**src/rtl/mult_pkg.sv**
```systemverilog
// mult_pkg: shared FSM state type and counter-width helper for seq_multiplier_n.
package mult_pkg;
  typedef enum logic [1:0] {IDLE, RUN, DONE} mult_state_t;
  function automatic int cnt_w(input int width);
    return $clog2(width);
  endfunction
endpackage

```
**src/rtl/mult_addsub.sv**
```systemverilog
// mult_addsub: WIDTH+1-bit pass/add/subtract of accumulator a and multiplicand m.
// Ports: a, m (operands), mode (1 = sign-extend), add (a+m), sub (a-m, wins over add), s (result).
// With SEQ_MULT_TC_EN undefined only the unsigned pass/add path is built.
module mult_addsub #(
  parameter int WIDTH = 8
) (
  input  logic [WIDTH-1:0] a,
  input  logic [WIDTH-1:0] m,
  input  logic             mode,
  input  logic             add,
  input  logic             sub,
  output logic [WIDTH:0]   s
);
`ifdef SEQ_MULT_TC_EN
  logic [WIDTH:0] ea, em;
  assign ea = {mode & a[WIDTH-1], a};
  assign em = {mode & m[WIDTH-1], m};
  assign s  = sub ? ea - em : add ? ea + em : ea;
`else
  logic unused_ctl;
  assign unused_ctl = mode | sub;
  assign s = add ? {1'b0, a} + {1'b0, m} : {1'b0, a};
`endif
endmodule

```
**src/rtl/seq_multiplier_n.sv**
```systemverilog
// seq_multiplier_n: shift-and-add multiplier, one multiplier bit per clock, start/ready/done handshake.
// Ports: clock, n_rst (async active-low), start, Ain, Bin, tc (two's complement select) in;
//        ready, busy, done, product (2*WIDTH, = {A,Q}) out.
// Macro SEQ_MULT_TC_EN enables two's-complement mode; without it tc is ignored.
module seq_multiplier_n
  import mult_pkg::*;
#(
  parameter int WIDTH = 8
) (
  input  logic                 clock,
  input  logic                 n_rst,
  input  logic                 start,
  input  logic [WIDTH-1:0]     Ain,
  input  logic [WIDTH-1:0]     Bin,
  input  logic                 tc,
  output logic                 ready,
  output logic                 busy,
  output logic                 done,
  output logic [2*WIDTH-1:0]   product
);
  localparam int CW = cnt_w(WIDTH);
  mult_state_t      state;
  logic [WIDTH-1:0] m, a, q;
  logic             mode, mode_in, last;
  logic [CW-1:0]    count;
  logic [WIDTH:0]   s;
`ifdef SEQ_MULT_TC_EN
  assign mode_in = tc;
`else
  logic unused_tc;
  assign unused_tc = tc;
  assign mode_in   = 1'b0;
`endif
  assign last = count == CW'(WIDTH - 1);
  // The sign bit of a two's-complement multiplier has negative weight,
  // so its partial product is subtracted on the final iteration.
  mult_addsub #(.WIDTH(WIDTH)) u_addsub (
    .a    (a),
    .m    (m),
    .mode (mode),
    .add  (q[0]),
    .sub  (mode & last & q[0]),
    .s    (s)
  );
  always_ff @(posedge clock or negedge n_rst) begin
    if (!n_rst) begin
      state <= IDLE;
      m     <= '0;
      a     <= '0;
      q     <= '0;
      mode  <= 1'b0;
      count <= '0;
    end else begin
      case (state)
        IDLE: if (start) begin
          m     <= Ain;
          q     <= Bin;
          a     <= '0;
          mode  <= mode_in;
          count <= '0;
          state <= RUN;
        end
        RUN: begin
          a     <= s[WIDTH:1];
          q     <= {s[0], q[WIDTH-1:1]};
          count <= count + 1'b1;
          state <= last ? DONE : RUN;
        end
        default: state <= IDLE;
      endcase
    end
  end
  assign ready   = state == IDLE;
  assign busy    = state == RUN;
  assign done    = state == DONE;
  assign product = {a, q};
endmodule
```
**config.mk**
```make
export PLATFORM = sky130hd
export DESIGN_NAME = seq_multiplier_n
export DESIGN_NICKNAME = d
export VERILOG_FILES = /design/src/rtl/mult_pkg.sv /design/src/rtl/mult_addsub.sv /design/src/rtl/seq_multiplier_n.sv
export SDC_FILE = /design/constraint.sdc
export NUM_CORES = 1
export LEC_CHECK = 0
export CORE_ASPECT_RATIO = 1.4
export CORE_MARGIN = 10
export CORE_UTILIZATION = 30
export DETAILED_ROUTE_END_ITERATION = 10
export PLACE_DENSITY = 0.5
export RECOVER_POWER = 25
export SLEW_MARGIN = 20
export SYNTH_ARGS = -nofsm -noshare
export SYNTH_HDL_FRONTEND = slang
export SYNTH_HIERARCHICAL = 1
export SYNTH_SLANG_ARGS = --single-unit
export TNS_END_PERCENT = 50
```
**constraint.sdc**
```tcl
create_clock -name clock -period 2.1 [get_ports clock]
set_input_delay 0.42 -clock clock [delete_from_list [all_inputs] [get_ports clock]]
set_output_delay 0.42 -clock clock [all_outputs]
set_load 0.02 [all_outputs]
```
==> results.json <==
{
  "hold_buffers": 0,
  "crit_path_cell_trace": "buf_4 > nor2_1 > clkdlybuf4s50_1",
  "reg2reg_slack_ps": 130,
  "r2r-end": "a[7]$_DFFE_PN0P_",
  "fp-row-count": 32,
  "port_buffers": 37,
  "fin_nets": 235,
  "finalCriticalPeriod_ps": 2001,
  "clk_path_buf_depth": 2,
  "grt_pass1_wl_um": 7562,
  "hold_viol": 0,
  "drv_slew": 0,
  "placedCellCount": 265,
  "drv_cap": 0,
  "power_uw": 4184,
  "core_um2": 5565,
  "clk_pin_slew_worst_paths_ps": 60,
  "startpoint": "state[0]$_DFFE_PN0P_",
  "synth_area_per_cell_um2": 10.84,
  "hp-class": "reg2reg",
  "antenna_cells": 0,
  "place_congestion": 0.8274,
  "max_slew.worst_pin.slew_ps": 935.7,
  "ios": 39,
  "path_class": "reg2out",
  "status": "completed",
  "grt_usage_pct": 9.851,
  "powerDensity_nw_per_um2": 1839,
  "root_buffer": "clkbuf_8",
  "route.detailed.drc": 0,
  "drt_iter0_markers": 80,
  "reg2reg_from": "a[0]$_DFFE_PN0P_",
  "max-vdd-ir-drop_mv": 0.5655,
  "worstRegToRegCells": 8,
  "synth_nets": 190,
  "wirelength_um": 4575,
  "grt_max_degree": 30,
  "post_cts_resize_count": 0,
  "clock.fmax_mhz": 499.8,
  "endpoint_kind": "primary output",
  "setup_viol": 0,
  "final_layout_size_suffix_gt1_share_pct": 16.18,
  "design_area_um2": 2275,
  "overflow": 0,
  "htreeDepth": 2,
  "area_delta_synth_final_pct": 31.93,
  "cp_data_arrival_time_ps": 1580,
  "start_kind": "flip-flop",
  "cts_sinks": 29,
  "cp_data_required_time_ps": 1680,
  "post_drt_via_cell_ratio": 5.268,
  "dp_hpwl_um": 3409,
  "power_leakage_uw": 0.0009594,
  "die-area_um2": 9222,
  "hp-start": "count[0]$_DFFE_PN0P_",
  "crit_slowest_cell": "clkdlybuf4s50_1",
  "rsz0062_at_grt": "yes",
  "finClkSkew_ps": 3.744,
  "postPlaceCellArea_um2": 2186,
  "post_cts_buffers": 0,
  "endpoint": "done",
  "start_util_pct": 30.98,
  "ant_nets": 0,
  "yosys_warnings": 6,
  "worst_path_largest_cell_delay_ps": 620,
  "fp.dieH_um": 109.7,
  "clkLatencyLatePin_ps": 270,
  "finalCritPeriodShare_pct": 95.28,
  "first_global_vias": 1562,
  "worstPathMaxFanout": 7,
  "die_x_um": 84.07,
  "cts-buffers-inserted": 5,
  "holdWs_ps": 503.6,
  "num_vias": 1433,
  "synthCells": 159,
  "antenna_found_initial": 0,
  "layout.cells.non_filler": 272,
  "cts_tree": "done",
  "firstDrtPassIters": 4,
  "post_drt_wl_per_cell_um": 16.82,
  "maxSlewHeadroom_pct": 37.49,
  "netlist_area_um2": 1724
}
[flip-flops by register name, indices dropped and copies added (netlist names)]
| register | cells |
|---|---|
| a | 8 |
| count | 3 |
| m | 8 |
| q | 8 |
| state | 2 |
[where the power goes]
part	total (uW)	switching, uW	internal [uW]
sequential	1090	250	843
combinational	2630	1280	1340
clock	466	206	260
[through the flow]
stage | setup TNS [ps] | setup slack, ps | utilization [%]
after floorplan | 0 | 47.03 | -
after global placement | 0 | 111.7 | 39.28
after detailed placement | 0 | 60.34 | 39.28
after CTS | 0 | 56.08 | 40.83
after global routing | -8.973 | -8.615 | 40.87
final | 0 | 99.20 | 40.87
[final cells by class]
class                   count  area, um2
well taps                  68      85.08
inverters                  10      37.54
clock buffers               7      86.33
fillers                   529       3291
repair buffers             46      435.4
multi-input cells         112      904.6
flip-flops and latches     29      725.7
[per-layer routing]
| layer | wire, um | vias up | global-route usage, % | share of wire (%) |
|---|---|---|---|---|
| met5 | 0 | - | 0 | 0 |
| met4 | 99 | 0 | 3.357 | 2.2 |
| met3 | 277 | 7 | 3.849 | 6.1 |
| met2 | 2183 | 42 | 16.45 | 48 |
| met1 | 2015 | 691 | 11.26 | 44 |
| li1 | - | 693 | - | - |
[worst min path at each step]
stage	endpoint	cells past startpoint
final	count[0]$_DFFE_PN0P_	1
after global routing	count[1]$_DFFE_PN0P_	1
after CTS	count[0]$_DFFE_PN0P_	1
after detailed placement	count[0]$_DFFE_PN0P_	1
after global placement	count[0]$_DFFE_PN0P_	1
after floorplan	a[0]$_DFFE_PN0P_	0
[critical path, delay by kind of cell (launching register included)]
kind,cells,cell delay (ps)
buf+inv,2,800
flops,1,390
simple gates,1,120
[cell usage in the layout, fill, tap and decap left out, types with 2 or more instances in the layout]
cell and instances:
a211oi_1 2, clkbuf_8 6, a21oi_1 12, nand2b_1 3, clkdlybuf4s50_1 36, a22o_1 10, nand4_1 2, nor4b_1 2
nor2_1 7, dfrtp_1 29, mux2_4 8, ha_1 9, nor3_1 2, mux2_2 3, o21ai_0 7, nand2_1 2
o22ai_1 17, inv_1 7, o21bai_1 2, o211ai_1 2, nand3b_1 3, clkinv_1 2, buf_4 8, nor2b_1 2
(Power assumes the default switching activity.)
